==> src/rtl/mem_stage_pkg.sv <==
// Shared pipeline definitions: register-file and data widths plus the load-type
// encodings that EX, ID and MEM all agree on.
package mem_stage_pkg;

  localparam int DATA_W    = 32;
  localparam int RF_ADDR_W = 5;

  typedef enum logic [2:0] {
    LD_OP_W  = 3'b000,
    LD_OP_B  = 3'b001,
    LD_OP_H  = 3'b010,
    LD_OP_BU = 3'b011,
    LD_OP_HU = 3'b100
  } ld_op_e;

  // Everything MEM latches from EX when it accepts an instruction.
  typedef struct packed {
    logic [DATA_W-1:0]    pc;
    logic [DATA_W-1:0]    alu_result;
    logic                 res_from_mem;
    logic [2:0]           ld_op;
    logic                 rf_we;
    logic [RF_ADDR_W-1:0] rf_waddr;
  } ms_payload_t;

endpackage

==> src/rtl/mem_stage_load_align.sv <==
// Load data extraction: picks the byte/halfword addressed by the low address
// bits out of a 32-bit read word and sign- or zero-extends it.
module load_align
  import mem_stage_pkg::*;
(
  input  logic [31:0] word_i,
  input  logic [1:0]  off_i,
  input  logic [2:0]  ld_op_i,
  output logic [31:0] result_o
);

  logic [7:0]  byte_sel;
  logic [15:0] half_sel;

  always_comb begin
    case (off_i)
      2'd0:    byte_sel = word_i[7:0];
      2'd1:    byte_sel = word_i[15:8];
      2'd2:    byte_sel = word_i[23:16];
      default: byte_sel = word_i[31:24];
    endcase
  end

  // off_i[0] is ignored for halfwords: misaligned accesses never reach MEM.
  assign half_sel = off_i[1] ? word_i[31:16] : word_i[15:0];

  always_comb begin
    result_o = word_i;
    case (ld_op_e'(ld_op_i))
      LD_OP_B:  result_o = {{24{byte_sel[7]}}, byte_sel};
      LD_OP_BU: result_o = {24'd0, byte_sel};
      LD_OP_H:  result_o = {{16{half_sel[15]}}, half_sel};
      LD_OP_HU: result_o = {16'd0, half_sel};
      default:  result_o = word_i;
    endcase
  end

endmodule

==> src/rtl/mem_stage.sv <==
// Memory-access pipeline stage: holds one instruction between EX and WB, keeps
// the one-cycle SRAM read response alive across WB stalls, and aligns load data.
module mem_stage
  import mem_stage_pkg::*;
#(
  parameter int DATA_W    = mem_stage_pkg::DATA_W,
  parameter int RF_ADDR_W = mem_stage_pkg::RF_ADDR_W
) (
  input  logic                 clk,
  input  logic                 reset,
  input  logic                 es_to_ms_valid,
  output logic                 ms_allowin,
  input  logic [DATA_W-1:0]    es_pc,
  input  logic [DATA_W-1:0]    es_alu_result,
  input  logic                 es_res_from_mem,
  input  logic [2:0]           es_ld_op,
  input  logic                 es_rf_we,
  input  logic [RF_ADDR_W-1:0] es_rf_waddr,
  input  logic [DATA_W-1:0]    data_sram_rdata,
  input  logic                 ws_allowin,
  output logic                 ms_to_ws_valid,
  output logic [DATA_W-1:0]    ms_pc,
  output logic                 ms_rf_we,
  output logic [RF_ADDR_W-1:0] ms_rf_waddr,
  output logic [DATA_W-1:0]    ms_rf_wdata,
  output logic                 ms_fwd_valid
);

  logic              ms_valid_q, ms_valid_d;
  logic              rdata_held_q, rdata_held_d;
  logic [DATA_W-1:0] rdata_buf_q, rdata_buf_d;
  ms_payload_t       pl_q, pl_d;

  logic              accept;
  logic [DATA_W-1:0] rdata_eff;
  logic [31:0]       load_data;

  // MEM never needs more than one cycle, so readiness reduces to WB's allowin.
  assign ms_allowin = !ms_valid_q || ws_allowin;
  assign accept     = es_to_ms_valid && ms_allowin;

  always_comb begin
    ms_valid_d   = ms_valid_q;
    rdata_held_d = rdata_held_q;
    rdata_buf_d  = rdata_buf_q;
    pl_d         = pl_q;

    if (ms_allowin) begin
      ms_valid_d = es_to_ms_valid;
    end

    if (accept) begin
      pl_d.pc           = es_pc;
      pl_d.alu_result   = es_alu_result;
      pl_d.res_from_mem = es_res_from_mem;
      pl_d.ld_op        = es_ld_op;
      pl_d.rf_we        = es_rf_we;
      pl_d.rf_waddr     = es_rf_waddr;
      rdata_held_d      = 1'b0;
    end else if (ms_valid_q && !rdata_held_q && !ws_allowin) begin
      // SRAM output is only trustworthy in the first cycle; snapshot it on stall.
      rdata_buf_d  = data_sram_rdata;
      rdata_held_d = 1'b1;
    end
  end

  always_ff @(posedge clk) begin
    if (reset) begin
      ms_valid_q   <= 1'b0;
      rdata_held_q <= 1'b0;
      rdata_buf_q  <= '0;
      pl_q         <= '0;
    end else begin
      ms_valid_q   <= ms_valid_d;
      rdata_held_q <= rdata_held_d;
      rdata_buf_q  <= rdata_buf_d;
      pl_q         <= pl_d;
    end
  end

  assign rdata_eff = rdata_held_q ? rdata_buf_q : data_sram_rdata;

  load_align u_load_align (
    .word_i   (rdata_eff),
    .off_i    (pl_q.alu_result[1:0]),
    .ld_op_i  (pl_q.ld_op),
    .result_o (load_data)
  );

  assign ms_to_ws_valid = ms_valid_q;
  assign ms_pc          = pl_q.pc;
  assign ms_rf_we       = ms_valid_q && pl_q.rf_we;
  assign ms_rf_waddr    = pl_q.rf_waddr;
  assign ms_rf_wdata    = pl_q.res_from_mem ? load_data : pl_q.alu_result;
  assign ms_fwd_valid   = ms_rf_we;

endmodule

==> config.mk <==
export PLATFORM = sky130hd
export DESIGN_NAME = mem_stage
export DESIGN_NICKNAME = d
export VERILOG_FILES = /design/src/rtl/mem_stage_pkg.sv /design/src/rtl/mem_stage_load_align.sv /design/src/rtl/mem_stage.sv
export SDC_FILE = /design/constraint.sdc
export NUM_CORES = 1
export LEC_CHECK = 0
export ABC_AREA = 1
export BUFFER_PORTS_ARGS = -buffer_cell sky130_fd_sc_hd__buf_2
export CAP_MARGIN = 0
export CORE_ASPECT_RATIO = 1.75
export CORE_MARGIN = 2
export CORE_UTILIZATION = 57
export CTS_BUF_LIST = sky130_fd_sc_hd__clkbuf_4
export CTS_CLUSTER_DIAMETER = 200
export DETAILED_ROUTE_END_ITERATION = 10
export GPL_ROUTABILITY_DRIVEN = 0
export HOLD_SLACK_MARGIN = 0.15
export PLACE_DENSITY = 0.89
export SLEW_MARGIN = 40
export SYNTH_ARGS = -nofsm -noshare
export SYNTH_HDL_FRONTEND = slang
export SYNTH_SLANG_ARGS = --single-unit
==> constraint.sdc <==
create_clock -name clk -period 2.2 [get_ports clk]
set_input_delay 0.22 -clock clk [delete_from_list [all_inputs] [get_ports clk]]
set_output_delay 0.22 -clock clk [all_outputs]
set_load 0.05 [all_outputs]
# == Word level (Yosys, flattened, before mapping) ==
# Index checks and enable logic that the tools add are counted.
# totals
out_inout_bits,73
regBits,108
# classes
eq_ne,6
bitwise,1
n_reduce_logical,11
n_mux,5
# op_table
operator,n
one-hot mux 32 bit (4 select lines),1
two-way mux 32 bit,2
one-hot mux 8 bit (3 select lines),1
two-way mux 16 bit,1
equality test 3 x 2 -> 1 bit (second input constant),2
logical AND 1 bit,4
equality test 3 x 1 -> 1 bit (second input constant),1
equality test 3 bit (second input constant),1
logical NOT 1 bit,3
equality test 2 x 1 -> 1 bit (second input constant),1
equality test 2 bit (second input constant),1
logical NOT 2 bit,1
AND reduction 2 bit,1
OR reduction 2 bit,1
logical OR 1 bit,1
inverter 1 bit,1

# == Longest topological paths before layout ==
# Gate-level depths: netlist of the first run.
# depth
depth_word,5
depth_mapped,11
mapped_depth_nobuf,10

# == Cells and area by module ==
# From an unflattened synthesis of the first run, not the netlist that was laid out.
# hier_totals
hier_cells,1043
hier_area_um2,6782.8
# modules_own_cells
module,instances,area_per_inst_um2,cells_each
mem_stage,1,5789.3,839
load_align,1,993.5,204

# == Worst setup path after synthesis of the first run ==
# No wires, ideal clock.
# synth_timing
kind,register to output
start,register rdata_held_q
end,output ms_rf_wdata[15]
arrival_time_ns,1.865
slack_ns,0.115
stages_incl_launch_ff,9
path_buffers,2
cell_sequence,dfxtp_1 -> buf_4 -> nand2_2 -> nand3_2 -> nand2_1 -> nand3_1 -> nand3_1 -> buf_2 -> a21oi_1
# synth_via
elab_chain_cells,4
word_cells_on_any_way,5
classes_between,5 x mux
# synth_rtl
item,line_no,source
from (decl),mem_stage.sv:30,"logic rdata_held_q, rdata_held_d;"
from (signal assigned),mem_stage.sv:75,rdata_held_q <= rdata_held_d;
two-way mux 32 bit (*),mem_stage.sv:81,assign rdata_eff = rdata_held_q ? rdata_buf_q : data_sram_rdata;
one-hot mux 8 bit (3 select lines) or two-way mux 16 bit (tied branches),"mem_stage_load_align.sv:16, mem_stage_load_align.sv:25",
one-hot mux 32 bit (4 select lines) (*),mem_stage_load_align.sv:29,case (ld_op_e'(ld_op_i))
two-way mux 32 bit (*),mem_stage.sv:94,assign ms_rf_wdata = pl_q.res_from_mem ? load_data : pl_q.alu_result;
to (decl),mem_stage.sv:25,"output logic [DATA_W-1:0] ms_rf_wdata,"
# Every way passes the cells marked *; elsewhere a longest branch is shown, timed or not.

# == Worst setup path in the final report of the first run ==
# layout_timing
start,register pl_q[8] in the netlist's numbering
end,output ms_rf_wdata[13]
# layout_via
elab_chain_cells,3
word_cells_on_any_way,6
classes_between,4 x eq/ne; 2 x mux
# layout_rtl
item,line_no,source
from (decl),mem_stage.sv:32,"ms_payload_t pl_q, pl_d;"
from (signal assigned),mem_stage.sv:77,pl_q <= pl_d;
"equality test 3 bit, or another cell as far along",mem_stage_load_align.sv:29,
one-hot mux 32 bit (4 select lines) (*),mem_stage_load_align.sv:29,
two-way mux 32 bit (*),mem_stage.sv:94,
# Marks and branches as above.

==> reports/metrics.csv, run 1 <==
metric,value,unit
fillers,510,
slew_violations,0,
cap_violations,0,
p_leak,4.18,nW
violations,negative setup slack,
clockBufferDepth,2,
rows,48,
area_delta_synth_final,47.0,%
antenna_found_initial,3,
ys_ff_latch,108,
cp_common_cell,nand2_1,
netlist_area,5770,µm²
startpoint_type,flop,
die_y,137,µm
track_usage,39.3,%
final_common_cell,nand2_1,
yosysUniqueCellTypes,23,
cp_max_fo,11,
start_util,58.6,%
nNetsFinal,1261,
clock-sinks,108,
die_area,11000,µm²
finalInstanceArea,8490,µm²
wl_per_cell,19.2,µm
drt_first_pass_iters,8,
status,"finished, violations left",
hold_viol_final,0,
relSlewSlack,58.1,%
fin_skew,21.6,ps
drtIter0Drc,1180,
power_density,622,nW/µm²
setup_viol,32,
route.detailed.drc,0,
port_buffers,182,
clk_root_buffer_cell,clkbuf_4,
grt_max_degree,71,
period_share,112,%
gr-total-overflow,0,
mostFrequentLayoutCells,"nand2_1 (177), nor2_1 (175), buf_2 (150)",
rsz0062_at_grt,true,
worstPathCellList,inv_2 -> nand2_2 -> nor2_1 -> nand3_4 -> buf_8 -> nand2_1 -> nand2_1 -> nand2_1 -> buf_6,
htree_levels,3,
synth_cells,915,
drive_gt1_share,29.8,%
yosysWarningCount,0,
end_kind,output port,
io_pins,183,
crit_required,1980,ps
setup_slack,-254,ps
peakVddDrop,0.000615,V
synth_nets,1025,
ys_seq_area_share,37.4,%
tightest_slew,629,ps
cts_buffers,9,
die_w,80.1,µm
fin_util,86.2,%
via_count,7705,
wirelength,24700,µm
slowest_stage,nor2_1,
cts_tree,done,
grt_pass1_vias,7161,
grt_pass1_wl,33400,µm
critPathKind,flop to output port,
dpl_cell_area,6540,µm²
max_stage_delay,380,ps
fmax,0.408,GHz
post-dp-hpwl,12100,µm
path_clk_slew,190,ps
detail-route-antenna-nets,0,
core,9850,µm²
avgSynthCellArea,6.31,µm²
crit_arrival,2230,ps
hold_path_class,input port to flop,
worst_skew_pair.late_latency,500,ps
min_period,2450,ps
vias_per_cell,6.00,
cell type report:
cell class                      instances  area (µm²)  area share [%]
Clock inverter                          6        53.8           0.634
Timing Repair Buffer                  322        2610            30.7
Inverter                               67         264            3.11
Antenna cell                            3        7.51          0.0884
Sequential cell                       108        2180            25.6
Multi-Input combinational cell        643        3150            37.1
Tap cell                              125         156            1.84
Clock buffer                           10        75.1           0.884
report_power, final:
group | leakage (nW) | total, W | internal, W | switching, W
clock network | 0.0699 | 0.00101 | 0.000268 | 0.000745
registers | 0.895 | 0.00218 | 0.00209 | 0.0000835
logic | 3.22 | 0.00209 | 0.000753 | 0.00134
Yosys cell counts:
master	n	area share, %
dfxtp_1	108	37
o21ai_0	104	9.0
nor2_1	178	12
inv_1	64	4.2
nand4_1	1	0.11
clkbuf_1	31	2.0
nor2_2	1	0.11
buf_4	39	5.1
o21ai_2	1	0.15
buf_6	2	0.39
a31oi_1	7	0.76
a211oi_1	1	0.13
or2_1	1	0.11
or2_2	21	2.3
nand2_2	1	0.11
buf_1	3	0.20
o211ai_1	6	0.78
buf_2	22	1.9
nand3_1	68	5.9
inv_2	3	0.20
a21oi_1	49	4.2
nand2_1	203	13
nand3_2	1	0.17
state kept, by name (all words and copies together), names as in the netlist:
signal          cells
rdata_held_q        1
pl_q               37
ms_to_ws_valid      1
rdata_buf_q        32
ms_pc              32
ms_rf_waddr         5
worst paths after layout:
check                                   start                            to  slack (ps)  cells past startpoint
hold / removal                          reset  rdata_buf_q[31]$_SDFFE_PP0P_         220                      3
setup reg to reg  ms_to_ws_valid$_SDFFE_PP0N_  rdata_buf_q[22]$_SDFFE_PP0P_         310                      7
hold reg to reg   rdata_buf_q[5]$_SDFFE_PP0P_   rdata_buf_q[5]$_SDFFE_PP0P_         470                      2
setup / recovery         pl_q[8]$_SDFFE_PP0P_               ms_rf_wdata[13]        -250                      9
per-stage QoR:
stage,hold WS [ps],setup slack [ps],cells,total power (W),TNS [ps]
2_1_floorplan,355,115,915,0.00335,0
3_3_place_gp,434,215,1150,0.00371,0
3_5_place_dp,441,210,1150,0.00372,0
4_1_cts,176,-45.6,1277,0.00494,-194
5_1_grt,204,-306,1284,0.00546,-7880
6_report,220,-254,1284,0.00528,-6530
critical path, delay by kind of cell, from the launching register on:
kind / cells / cell delay (ps)
buf+inv: 3 / 480
flops: 1 / 370
simple gates: 6 / 890
kinds of logic after synthesis:
group                  share of synthesized area [%]
and+or+nand+nor                                 33.5
AOI/OAI and AO/OA                               15.1
buffers and inverters                           13.9
DFF                                             37.4
per-layer routing:
metal	vias to the layer above	global-route usage, %	wire length (µm)
met5	-	0	0
met4	0	30.0	2260
met3	239	8.91	2580
met2	697	67.7	11900
met1	3430	40.3	7960
li1	3339	-	-
timing repair:
| action | in CTS | in global routing |
|---|---|---|
| setup endpoints to repair | 32 | 32 |
| pin swaps | 0 | 27 |
| gates cloned | 2 | 1 |
| hold endpoints to repair | 107 | 0 |
| gates resized for setup | 82 | 130 |
| hold buffers | 107 | 0 |
| buffers inserted | 2 | 3 |
No activity file was read; power rests on OpenSTA's default activity.
==> run 2: changes to the inputs <==
--- a/config.mk
+++ b/config.mk
@@ -7,7 +7,7 @@
 export LEC_CHECK = 0
 export ABC_AREA = 1
 export BUFFER_PORTS_ARGS = -buffer_cell sky130_fd_sc_hd__buf_2
-export CAP_MARGIN = 0
+export CAP_MARGIN = 30
 export CORE_ASPECT_RATIO = 1.75
 export CORE_MARGIN = 2
 export CORE_UTILIZATION = 57
@@ -16,7 +16,8 @@
 export DETAILED_ROUTE_END_ITERATION = 10
 export GPL_ROUTABILITY_DRIVEN = 0
 export HOLD_SLACK_MARGIN = 0.15
-export PLACE_DENSITY = 0.89
+export PLACE_DENSITY_LB_ADDON = 0.1
+export SKIP_CTS_REPAIR_TIMING = 1
 export SLEW_MARGIN = 40
 export SYNTH_ARGS = -nofsm -noshare
 export SYNTH_HDL_FRONTEND = slang
==> reports/metrics.csv, run 2 (synthesized netlist as in run 1, its figures left out) <==
metric,value,unit
status,"finished, violations left",
violations,negative setup slack,
hold_path_end,pl_q[10]$_SDFFE_PP0P_,
worst_skew_pair.late_latency,480,ps
fin_skew,11.9,ps
regArea,2180,µm²
dp.cells,1151,
fillers,608,
gr-total-overflow,0,
fmax,0.418,GHz
path_clk_slew,180,ps
die_area,11000,µm²
r2r_slack,290,ps
area_delta_synth_final,45.3,%
finalNonFillerCells,1280,
grt_pass1_wl,26000,µm
dpl_cell_area,6530,µm²
r2r_end,rdata_buf_q[16]$_SDFFE_PP0P_,
end_kind,output port,
cp_max_fo,26,
p_leak,4.15,nW
power,0.00518,W
io_pins,183,
r2r-start,ms_to_ws_valid$_SDFFE_PP0N_,
grt_pass1_vias,5704,
cts_buffers,9,
worstPathCellList,buf_12 -> o211ai_1 -> nand2_1 -> nand2_1 -> nand2_1 -> nand3_1 -> nand2_1 -> inv_1 -> buf_6,
met3_usage,5.21,%
setup_slack,-193,ps
crit_path_start,rdata_held_q$_SDFFE_PP0P_,
cp_top_family,simple AND/OR/NAND/NOR gates,
htree_levels,3,
fin_setup_tns,-2250,ps
worstRegToRegCells,7,
crit_arrival,2170,ps
final_common_cell,nand2_1,
use_met2,51.7,%
core,9850,µm²
hold_start,es_alu_result[0],
hold_path_class,input port to flop,
peakVddDrop,0.000552,V
slew_violations,0,
vias_per_cell,5.58,
antenna_found_initial,1,
drt_first_pass_iters,8,
slowest_stage,dfxtp_4,
grt_max_degree,71,
track_usage,30.0,%
rows,48,
relSlewSlack,58.4,%
hold_viol_final,0,
cap_violations,0,
post-dp-hpwl,11900,µm
startpoint_type,flop,
rsz0062_at_grt,true,
cp_common_cell,nand2_1,
cp_num_buf_inv,3,
setup_viol,31,
die_w,80.1,µm
wirelength,21200,µm
largest_reg_flops,37,
period_share,109,%
largest_register,pl_q,
hold-worst-slack,115,ps
finalInstanceArea,8390,µm²
detail-route-antenna-nets,0,
max_stage_delay,420,ps
mostFrequentLayoutCells,"nand2_1 (180), nor2_1 (175), buf_2 (150)",
clk_root_buffer_cell,clkbuf_4,
cts_tree,done,
crit_required,1980,ps
drive_gt1_share,28.3,%
drtIter0Drc,626,
clockBufferDepth,2,
gr-usage-met1,35.3,%
route.detailed.drc,0,
critPathKind,flop to output port,
via_count,7137,
top_usage_layer,met2,
die_y,137,µm
port_buffers,182,
hold-path-cell-count,3,
nNetsFinal,1259,
wl_per_cell,16.6,µm
tightest_slew,624,ps
min_period,2390,ps
start_util,58.6,%
clock-sinks,108,
multi_input_area,3050,µm²
power_density,618,nW/µm²
[run 2: per-layer routing]
metal | part of all wire, % | routed length [µm]
met2 | 50 | 10700
met3 | 7.7 | 1640
met4 | 6.2 | 1320
met5 | 0 | 0
met1 | 36 | 7590
[run 2: area by class of cell]
cell class / instances / area share, %
well taps: 125 / 1.86
flip-flops and latches: 108 / 26.0
clock inverters: 6 / 0.805
inverters: 67 / 3.21
clock buffers: 10 / 0.895
repair buffers: 320 / 30.9
multi-input cells: 643 / 36.4
diodes: 1 / 0.0298
[run 2: worst max-delay path by stage]
stage / to / slack [ps] / cells past startpoint
after floorplan: ms_rf_wdata[15] / 110 / 8
after global placement: ms_rf_wdata[0] / 280 / 10
after detailed placement: ms_rf_wdata[18] / 280 / 10
after CTS: ms_rf_wdata[18] / -270 / 10
after global routing: ms_rf_wdata[6] / -220 / 10
final: ms_rf_wdata[6] / -190 / 9
[run 2: worst reg2reg max path: stages (launching register included)]
cell,delay [ps]
dfxtp_1,480
inv_1,70
nor2_1,250
buf_4,300
nand2_1,80
buf_4,270
o21ai_0,270
a21oi_1,90
[run 2: where the power goes]
part           internal, W  switching, W
logic             0.000731       0.00125
clock network     0.000279      0.000749
registers          0.00209     0.0000821
[run 2: through the flow]
step           utilization [%]  setup slack [ps]
2_1_floorplan                -               115
3_3_place_gp              66.3               283
3_5_place_dp              66.3               279
4_1_cts                   67.7              -270
5_1_grt                   85.2              -225
6_report                  85.2              -193
==> run 3: changes to the inputs <==
--- a/config.mk
+++ b/config.mk
@@ -17,7 +17,6 @@
 export GPL_ROUTABILITY_DRIVEN = 0
 export HOLD_SLACK_MARGIN = 0.15
 export PLACE_DENSITY_LB_ADDON = 0.1
-export SKIP_CTS_REPAIR_TIMING = 1
 export SLEW_MARGIN = 40
 export SYNTH_ARGS = -nofsm -noshare
 export SYNTH_HDL_FRONTEND = slang
==> reports/metrics.csv, run 3 (synthesized netlist as in run 1, its figures left out) <==
metric,value,unit
grt_max_degree,71,
critPathKind,flop to output port,
startpoint_type,flop,
end_kind,output port,
clock-sinks,108,
crit_path_start,pl_q[11]$_SDFFE_PP0P_,
rows,48,
period_share,106,%
drtIter0Drc,739,
die_w,80.1,µm
start_util,58.6,%
fin_skew,15.6,ps
die_y,137,µm
path_clk_slew,170,ps
mostFrequentLayoutCells,"nor2_1 (174), nand2_1 (157), buf_2 (150)",
clockBufferDepth,2,
setup_slack,-128,ps
fillers,484,
hold_viol_final,0,
worst_skew_pair.late_latency,480,ps
detail-route-antenna-nets,0,
min_period,2330,ps
r2r-start,ms_to_ws_valid$_SDFFE_PP0N_,
peakVddDrop,0.000534,V
cap_violations,0,
track_usage,37.4,%
power,0.00533,W
hold_start,reset,
setup_viol,30,
grt_pass1_vias,6969,
hold-worst-slack,180,ps
hold_path_class,input port to flop,
place_ws,279,ps
rsz0062_at_grt,true,
power_density,609,nW/µm²
gr-usage-met1,40.9,%
p_clk_share,19.5,%
area_delta_synth_final,51.5,%
slew_violations,0,
use_met2,64.4,%
drive_gt1_share,31.1,%
drt_first_pass_iters,9,
route.detailed.drc,2,
cts_buffers,9,
clk_root_buffer_cell,clkbuf_4,
finalInstanceArea,8750,µm²
die_area,11000,µm²
core,9850,µm²
port_buffers,182,
internal-power,0.00316,W
vias_per_cell,5.76,
dpl_cell_area,6530,µm²
htree_levels,3,
io_pins,183,
cp_max_fo,7,
largest_reg_flops,37,
gr-total-overflow,0,
antenna_found_initial,1,
met3_usage,6.66,%
relSlewSlack,57.5,%
p_leak,4.32,nW
grt_pass1_wl,32300,µm
power_frac_comb,39.7,%
fmax,0.430,GHz
wirelength,22900,µm
cts_tree,done,
p_switching,0.00217,W
violations,"design-rule violations, negative setup slack",
seqPwrFrac,40.8,%
status,"finished, violations left",
crit_required,1980,ps
crit_arrival,2110,ps
wl_per_cell,17.6,µm
final_common_cell,nor2_1,
post-dp-hpwl,11900,µm
tightest_slew,637,ps
via_count,7483,
top_usage_layer,met2,
largest_register,pl_q,
swShare,40.6,%
nNetsFinal,1278,
## run 3: cell types whose count changed in the layout (fill, tap and decap cells not counted), moves of 4 or more
cell / change
dlygate4sd3_1: +16
inv_2: +6
nand2_1: -23
inv_1: -4
buf_8: +9
buf_6: -5
nand2_4: +7
nand2_2: +16
## run 3: area by class of cell
cell class                      instances  area [µm²]  share of cell area, %
Antenna cell                            1        2.50                 0.0286
Sequential cell                       108        2180                   24.9
Tap cell                              125         156                   1.79
Clock inverter                          6        67.6                  0.773
Multi-Input combinational cell        643        3190                   36.4
Timing Repair Buffer                  339        2820                   32.2
Inverter                               67         262                   2.99
Clock buffer                           10        75.1                  0.858
## run 3: per-layer routing
layer | up-vias | share of wire [%]
met5 | - | 0
li1 | 3364 | -
met3 | 167 | 8.2
met4 | 0 | 7.7
met1 | 3412 | 34
met2 | 540 | 50
## run 3: timing repair
action,in CTS,in global routing
endpoints found under the setup margin,32,46
pin swaps,9,23
cloned,2,2
hold buffers,122,0
setup buffers,4,1
hold endpoints to repair,107,0
gates resized for setup,112,120
## run 3: path summary, 6_finish.rpt
| check | end | slack, ps | cells past startpoint |
|---|---|---|---|
| worst max-delay path | ms_rf_wdata[31] | -130 | 10 |
| worst max register to register | rdata_buf_q[31]$_SDFFE_PP0P_ | 90 | 8 |
| worst min register to register | rdata_buf_q[2]$_SDFFE_PP0P_ | 470 | 2 |
| worst min-delay path | rdata_buf_q[15]$_SDFFE_PP0P_ | 180 | 2 |
## run 3: worst max-delay path, cell delays in order, from the launching register on
cell	delay [ps]
dfxtp_4	400
buf_4	170
nor2_2	170
nand2_2	90
nand3_4	80
nand3_4	150
clkbuf_16	220
nand3_2	60
nand2_1	70
inv_1	70
buf_6	160
## run 3: per-stage QoR
step                      TNS (ps)  cells  utilization (%)
after CTS                     -148   1295             84.4
after global placement           0   1151             66.3
after floorplan                  0    915                -
after detailed placement         0   1151             66.3
after global routing         -5120   1299             88.8
final                        -2660   1299             88.8
## run 3: power groups by stage
stage | clock [W] | combinational [W] | sequential (W)
3_5_place_dp | 0 | 0.00151 | 0.00220
6_report | 0.00104 | 0.00211 | 0.00218
4_1_cts | 0.00104 | 0.00185 | 0.00216
5_1_grt | 0.00109 | 0.00223 | 0.00219
2_1_floorplan | 0 | 0.00117 | 0.00218
3_3_place_gp | 0 | 0.00151 | 0.00220
